### config.mk
export PLATFORM = sky130hd
export DESIGN_NAME = tt_slot_controller
export DESIGN_NICKNAME = d
export VERILOG_FILES = /design/src/rtl/tt_slot_controller.sv
export SDC_FILE = /design/constraint.sdc
export NUM_CORES = 1
export LEC_CHECK = 0
export ABC_CLOCK_PERIOD_IN_PS = 3900
export CAP_MARGIN = 20
export CORE_MARGIN = 2
export CORE_UTILIZATION = 31
export CTS_CLUSTER_DIAMETER = 150
export CTS_CLUSTER_SIZE = 28
export DETAILED_ROUTE_END_ITERATION = 16
export HOLD_SLACK_MARGIN = 0.1
export PLACE_DENSITY_LB_ADDON = 0.15
export SLEW_MARGIN = 20
export SYNTH_ARGS = -nofsm -noshare
export SYNTH_HDL_FRONTEND = slang
export SYNTH_SLANG_ARGS = --single-unit
### constraint.sdc
create_clock -name clk -period 3.9 [get_ports clk]
set_input_delay 0.78 -clock clk [delete_from_list [all_inputs] [get_ports clk]]
set_output_delay 0.78 -clock clk [all_outputs]
set_load 0.02 [all_outputs]
### src/rtl/tt_slot_controller.sv
// tt_slot_controller: shares the user-I/O pads among NUM_SLOTS project slots.
// Define TT_SLOT_CTRL_OUT_REG_EN to register uo_out/uio_out/uio_oe (+1 cycle).
module tt_slot_controller #(
  parameter int NUM_SLOTS    = 4,
  parameter int RST_CYCLES   = 8,
  parameter int DRAIN_CYCLES = 2,
  localparam int IW = $clog2(NUM_SLOTS)
) (
  input  logic                   clk,
  input  logic                   rst,
  input  logic                   sel_valid,
  input  logic                   sel_stop,
  input  logic [IW-1:0]          sel_idx,
  output logic                   sel_ready,
  output logic                   sel_err,
  output logic [IW-1:0]          active_idx,
  output logic                   running,
  output logic [NUM_SLOTS-1:0]   slot_ena,
  output logic [NUM_SLOTS-1:0]   slot_rst_n,
  input  logic [7:0]             ui_in,
  output logic [8*NUM_SLOTS-1:0] slot_ui_in,
  input  logic [7:0]             uio_in,
  output logic [8*NUM_SLOTS-1:0] slot_uio_in,
  input  logic [8*NUM_SLOTS-1:0] slot_uo_out,
  input  logic [8*NUM_SLOTS-1:0] slot_uio_out,
  input  logic [8*NUM_SLOTS-1:0] slot_uio_oe,
  output logic [7:0]             uo_out,
  output logic [7:0]             uio_out,
  output logic [7:0]             uio_oe
);

  localparam logic [7:0] RST_LOAD = 8'(RST_CYCLES - 1);
  localparam logic [7:0] DRN_LOAD = 8'(DRAIN_CYCLES - 1);

  typedef enum logic [1:0] {
    S_IDLE, S_DRAIN, S_RESET, S_RUN
  } state_t;

  state_t        state_q, state_d;
  logic [7:0]    cnt_q, cnt_d;
  logic [IW-1:0] act_q, act_d;
  logic [IW-1:0] pend_q, pend_d;
  logic          stop_q, stop_d;
  logic          err_q;
  logic          idx_bad;
  logic          accept;
  logic          run;
  logic [7:0]    pad_uo, pad_uio, pad_oe;

  assign idx_bad    = 32'(sel_idx) >= 32'(NUM_SLOTS);
  assign sel_ready  = (state_q == S_IDLE) || (state_q == S_RUN);
  assign accept     = sel_valid && sel_ready && (sel_stop || !idx_bad);
  assign run        = (state_q == S_RUN);
  assign running    = run;
  assign active_idx = act_q;
  assign sel_err    = err_q;

  // State, counter and selection registers
  always_ff @(posedge clk or posedge rst) begin
    if (rst) begin
      state_q <= S_IDLE;
      cnt_q   <= '0;
      act_q   <= '0;
      pend_q  <= '0;
      stop_q  <= 1'b0;
      err_q   <= 1'b0;
    end else begin
      state_q <= state_d;
      cnt_q   <= cnt_d;
      act_q   <= act_d;
      pend_q  <= pend_d;
      stop_q  <= stop_d;
      err_q   <= sel_valid && sel_ready &&
                 !sel_stop && idx_bad;
    end
  end

  // Next-state: select handshake, drain and reset sequencing
  always_comb begin
    state_d = state_q;
    cnt_d   = cnt_q;
    act_d   = act_q;
    pend_d  = pend_q;
    stop_d  = stop_q;
    unique case (state_q)
      S_IDLE: begin
        if (accept && !sel_stop) begin
          act_d   = sel_idx;
          cnt_d   = RST_LOAD;
          state_d = S_RESET;
        end
      end
      S_RESET: begin
        if (cnt_q == 8'd0) state_d = S_RUN;
        else cnt_d = cnt_q - 8'd1;
      end
      S_RUN: begin
        if (accept) begin
          pend_d  = sel_idx;
          stop_d  = sel_stop;
          cnt_d   = DRN_LOAD;
          state_d = S_DRAIN;
        end
      end
      S_DRAIN: begin
        if (cnt_q != 8'd0) begin
          cnt_d = cnt_q - 8'd1;
        end else if (stop_q) begin
          state_d = S_IDLE;
        end else begin
          act_d   = pend_q;
          cnt_d   = RST_LOAD;
          state_d = S_RESET;
        end
      end
      default: state_d = S_IDLE;
    endcase
  end

  // Owner-only ENA/RST_N, input fan-out and gated output mux
  always_comb begin
    slot_ena    = '0;
    slot_rst_n  = '0;
    slot_ui_in  = '0;
    slot_uio_in = '0;
    pad_uo      = '0;
    pad_uio     = '0;
    pad_oe      = '0;
    for (int i = 0; i < NUM_SLOTS; i++) begin
      if (state_q != S_IDLE && act_q == IW'(i)) begin
        slot_ena[i]         = 1'b1;
        slot_rst_n[i]       = run;
        slot_ui_in[i*8+:8]  = ui_in;
        slot_uio_in[i*8+:8] = uio_in;
        if (run) begin
          pad_uo  = slot_uo_out[i*8+:8];
          pad_uio = slot_uio_out[i*8+:8];
          pad_oe  = slot_uio_oe[i*8+:8];
        end
      end
    end
  end

`ifdef TT_SLOT_CTRL_OUT_REG_EN
  // Registered pad outputs; gating already applied upstream
  always_ff @(posedge clk or posedge rst) begin
    if (rst) begin
      uo_out  <= '0;
      uio_out <= '0;
      uio_oe  <= '0;
    end else begin
      uo_out  <= pad_uo;
      uio_out <= pad_uio;
      uio_oe  <= pad_oe;
    end
  end
`else
  assign uo_out  = pad_uo;
  assign uio_out = pad_uio;
  assign uio_oe  = pad_oe;
`endif

endmodule
Word-level counts from Yosys, hierarchy flattened
Cells that the tools add are included.

Multiplexer cells: 56. Reductions and logical operators: 18. Equal/unequal tests: 13. Add/sub/neg operators: 1.

Operators by type and width (number): $mux W8 (37); $pmux W8 S4 (1); $mux W2 (8); $reduce_and A4 Y1 (3); $eq A2 B2 Y1 const B (4); $logic_not A8 Y1 (1); $mux W1 (8); $ne A2 B2 Y1 const B (4); $pmux W2 S4 (1); $reduce_bool A8 Y1 (1); $sub A8 B1 Y8 const B (1); $logic_and A1 B1 Y1 (6); $eq A2 B1 Y1 const B (2); $logic_not A2 Y1 (2); $ne A2 B1 Y1 const B (2); $pmux W2 S2 (1); $reduce_bool A2 Y1 (2); $ne A3 B3 Y1 const B (1); $reduce_and A2 Y1 (1); $logic_not A1 Y1 (1); $logic_or A1 B1 Y1 (1).

Flip-flop bits (word level): 15. Logic and storage cells: 93. Input port bits: 118. Output and inout port bits: 101.

Depth between registers and ports, before layout
Depth after elaboration: 9. Gate-level depth with buffers: 9. Depth with buffers taken out: 6.

Least setup slack after synthesis
OpenSTA, ideal clock, no wires.

Path type: reg2out. From: register state_q[0]. To: output port uio_out[4]. Arrival time: 2.102 ns. Required time: 3.120 ns. Stages on the path, launching flop included: 7. Slack: 1.018 ns. Buffers on the path: 1. Cell sequence: dfrtp_1 -> ha_1 -> nand2b_1 -> nor3_2 -> clkbuf_1 -> a222oi_1 -> a21oi_1.

Longest elaborated chain between the ends: 9.

RTL lines: start: declaration (RTL line 39) `state_t state_q, state_d;`; start signal: assignment (RTL line 68) `state_q <= state_d;`; $eq A2 B2 Y1 (*) (RTL line 53) `assign run = (state_q == S_RUN);`; named net running (RTL line 17) `output logic running,`; $mux W8 (RTL line 135) `if (run) begin`; $mux W8 (RTL line 130) `if (state_q != S_IDLE && act_q == IW'(i)) begin`; $mux W8 (RTL line 135); $mux W8 (RTL line 130); $mux W8 (RTL line 135); $mux W8 (RTL line 130); $mux W8 (RTL line 135); $mux W8 (*) (RTL line 130); end: declaration (RTL line 28) `output logic [7:0] uio_out,`.

Mark *: on every way through the listed nets, which the timed path passes. The rest lies on a longest branch.

Worst setup path in the final report
From: register state_q[0]. To: output port uo_out[3].

Longest elaborated chain between the ends: 9.

RTL lines: $eq A2 B2 Y1 or $reduce_bool A2 Y1 (tied branches) (RTL line 53, 130); $mux W8 or $logic_and A1 B1 Y1 (tied branches) (RTL line 135, 130); $mux W8 (RTL line 130); $mux W8 (RTL line 135); $mux W8 (RTL line 130); $mux W8 (RTL line 135); $mux W8 (RTL line 130); $mux W8 (RTL line 135); $mux W8 (*) (RTL line 130); end: declaration (RTL line 27) `output logic [7:0] uo_out,`.

Mark *: on every way between the ends. The rest lies on a longest branch, timed or not.

==> flow_summary.yaml <==
status:
  status: "finished, final reports clean"
sta:
  tightest_slew_ps: 622
  finalHoldViolations: 0
  slew_headroom_pct: 58.4
  fin_ws_ps: 248
  fin_crit_sh_pct: 93.6
  maxSlewViolCount: 0
  fmax_ghz: 0.274
  finClkSkew_ps: 0.713
  setup_tns_ps: 0
  finalCriticalPeriod_ps: 3650
  setup_violations: 0
  rsz0062_at_grt: "false"
die:
  start_util_pct: 31.9
  ioPinCount: 219
  die-area_mm2: 0.00711
  die-height_um: 84.3
  rows: 29
  core_area_mm2: 0.00628
  fp.dieW_um: 84.3
power:
  cellPowerDensity_mw_per_mm2: 676
  p_leak_nw: 1.67
  irDropWorstVdd_uv: 429
  power.total_w: 0.00291
  power.share.combinational_pct: 84.1
  p_sw_share_pct: 49.0
  pwr-share-clk_pct: 4.3
  seq_power_share_pct: 11.6
  power.internal_w: 0.00148
  p_switching_w: 0.00143
global_routing:
  grt_util_met2_pct: 44.7
  grt_busiest_layer: "met2"
  grt_overflow: 0
  track_usage_pct: 27.1
  met1_usage_pct: 32.3
  grt_pass1_wl_mm: 15.1
  grt_max_degree: 33
  grt_pass1_vias: 2717
  grtUsageMet3_pct: 12.8
  antenna_found_initial: 6
logic_synthesis:
  synth_common_cells: "67 x and2_1, 34 x nor2_1, 26 x a21oi_1"
  ys_top_cells_by_area: "and2_1 21%, dfrtp_1 19%, a222oi_1 12%"
  synthFlopType: "dfrtp_1"
  ys_ff_latch: 15
  yosys_warnings: 0
  synth.net_count: 388
  synth_edf_count: 0
  yosysUniqueCellTypes: 45
  synth.avg_cell_area_um2: 7.58
  synth-async-reset-ratio_pct: 100
  ys_seq_area_share_pct: 18.8
  syn_area_mm2: 0.00200
  yosysTopAreaCell: "and2_1"
  synth.most_common_cell: "and2_1"
  yosys.area.top_type_share_pct: 21.0
  netlist_instances: 264
route:
  routed_wl_mm: 10.2
  drtIter0Drc: 279
  ant_nets: 0
  wire_per_inst_um: 18.3
  vias_per_cell: 5.24
  vias: 2913
  drt_pass1_iterations: 8
  drc_errors: 0
setup_path:
  r2r-start: "cnt_q[0]"
  r2r_slack_ps: 1750
  cp.required_ps: 3120
  startpoint_type: "flip-flop"
  critPathKind: "flip-flop to output pin"
  endpoint_kind: "output pin"
  cp_data_arrival_time_ps: 2870
  worstReg2RegEnd: "active_idx[0]"
  cp_max_fo: 24
  r2r_cells: 6
layout:
  areaGrowthSynthToFinish_pct: 115
  final_cell_area_mm2: 0.00430
  fin_nets: 600
  drive_gt1_share_pct: 7.16
clock_network:
  tritoncts: "built"
  path_clk_slew_ps: 60
  clk_latency_ps: 250
  cts_root_buf: "clkbuf_8"
  clk_path_buf_depth: 2
  cts_buffers: 3
  postCtsSetupBuffers: 0
  htreeDepth: 1
  clock-sinks: 15
placement:
  place_hpwl_mm: 8.47
  portBuffers: 217
  preCtsSetupSlack_ps: 447
  gp_congestion: 0.931
  dpl_cell_area_mm2: 0.00424
worst_hold_path:
  holdPathStages: 1
  hp-class: "flip-flop to flip-flop"
  min_from: "cnt_q[7]"
  hold_end: "cnt_q[7]"
flow_run:
  max_cap_violations: 0
[metrics by stage]
stage / hold WS (ps) / util (%) / cells
finish: 503 / 68.5 / 556
floorplan: 471 / - / 264
global route: 527 / 68.3 / 552
global placement: 482 / 67.6 / 548
detailed placement: 493 / 67.6 / 548
CTS: 506 / 68.3 / 552
[power groups by stage]
stage / Clock [W] / Sequential [W] / Combinational [W]
floorplan: 0 / 0.000327 / 0.00137
global placement: 0 / 0.000333 / 0.00242
detailed placement: 0 / 0.000340 / 0.00244
CTS: 0.000128 / 0.000337 / 0.00245
global route: 0.000138 / 0.000355 / 0.00261
finish: 0.000126 / 0.000338 / 0.00245
[worst max-delay path: stages (launching register included)]
cell and delay, ps:
dfrtp_1 440, inv_1 110, ha_1 240, buf_4 200
nand2b_1 170, nor2_1 110, buf_4 270, a222oi_1 160
a21oi_1 260, clkdlybuf4s50_1 650
[cells in the final DEF, fill, tap and decap left out, drive strengths merged, types with 2 or more instances in the layout]
cell | netlist | routed
nand2b | 3 | 3
clkbuf | 12 | 4
ha | 6 | 6
mux2 | 9 | 9
diode | 0 | 4
a211oi | 2 | 2
a31oi | 5 | 5
dfrtp | 15 | 15
buf | 8 | 13
a222oi | 23 | 23
nor3b | 2 | 2
inv | 11 | 11
nand4 | 2 | 2
o21ai | 6 | 6
nor3 | 3 | 3
nand2 | 6 | 6
nand3 | 2 | 2
and2 | 67 | 67
nor2 | 34 | 34
a21oi | 26 | 26
o211ai | 2 | 2
mux2i | 2 | 2
clkdlybuf4s50 | 0 | 214
[routing by layer]
metal  vias up  routed length, um
li1       1410                  -
met1      1295               3970
met2       186               4700
met3        18               1270
met4         4                182
met5         -                 31
[cells by family (layout without fill, tap and decap cells)]
family | count (synthesis) | after routing | synth area share (%)
AOI/OAI and AO/OA | 75 | 75 | 28.3
adders and majority gates | 6 | 6 | 3.75
buffers and inverters | 31 | 242 | 6.69
DFF | 15 | 15 | 18.8
muxes | 11 | 11 | 6.07
other | 1 | 5 | 0.187
and+or+nand+nor | 125 | 125 | 36.2
[registers in the layout (all words and copies together) (netlist names)]
| register | count |
|---|---|
| stop_q | 1 |
| active_idx | 2 |
| state_q | 2 |
| cnt_q | 8 |
| pend_q | 2 |
[worst max-delay path by stage]
| stage | start | to |
|---|---|---|
| CTS | state_q[0] | uo_out[3] |
| global route | state_q[0] | uo_out[3] |
| floorplan | state_q[0] | uio_out[4] |
| finish | state_q[0] | uo_out[3] |
| detailed placement | state_q[0] | uo_out[3] |
| global placement | state_q[0] | uo_out[0] |
[what timing repair did]
| action | CTS | global route |
|---|---|---|
| hold buffers | 0 | 0 |
| setup endpoints to repair | 0 | 1 |
| gates resized for setup | 0 | 1 |
[cell type report]
| class | count | area, um^2 |
|---|---|---|
| repair buffers | 227 | 2240 |
| multi-input cells | 218 | 1490 |
| flip-flops and latches | 15 | 375 |
| fillers | 519 | 1980 |
| diodes | 4 | 10.0 |
| well taps | 77 | 96.3 |
| inverters | 11 | 41.3 |
| clock buffers | 4 | 45.0 |
Power figures use the tool's default switching activity.
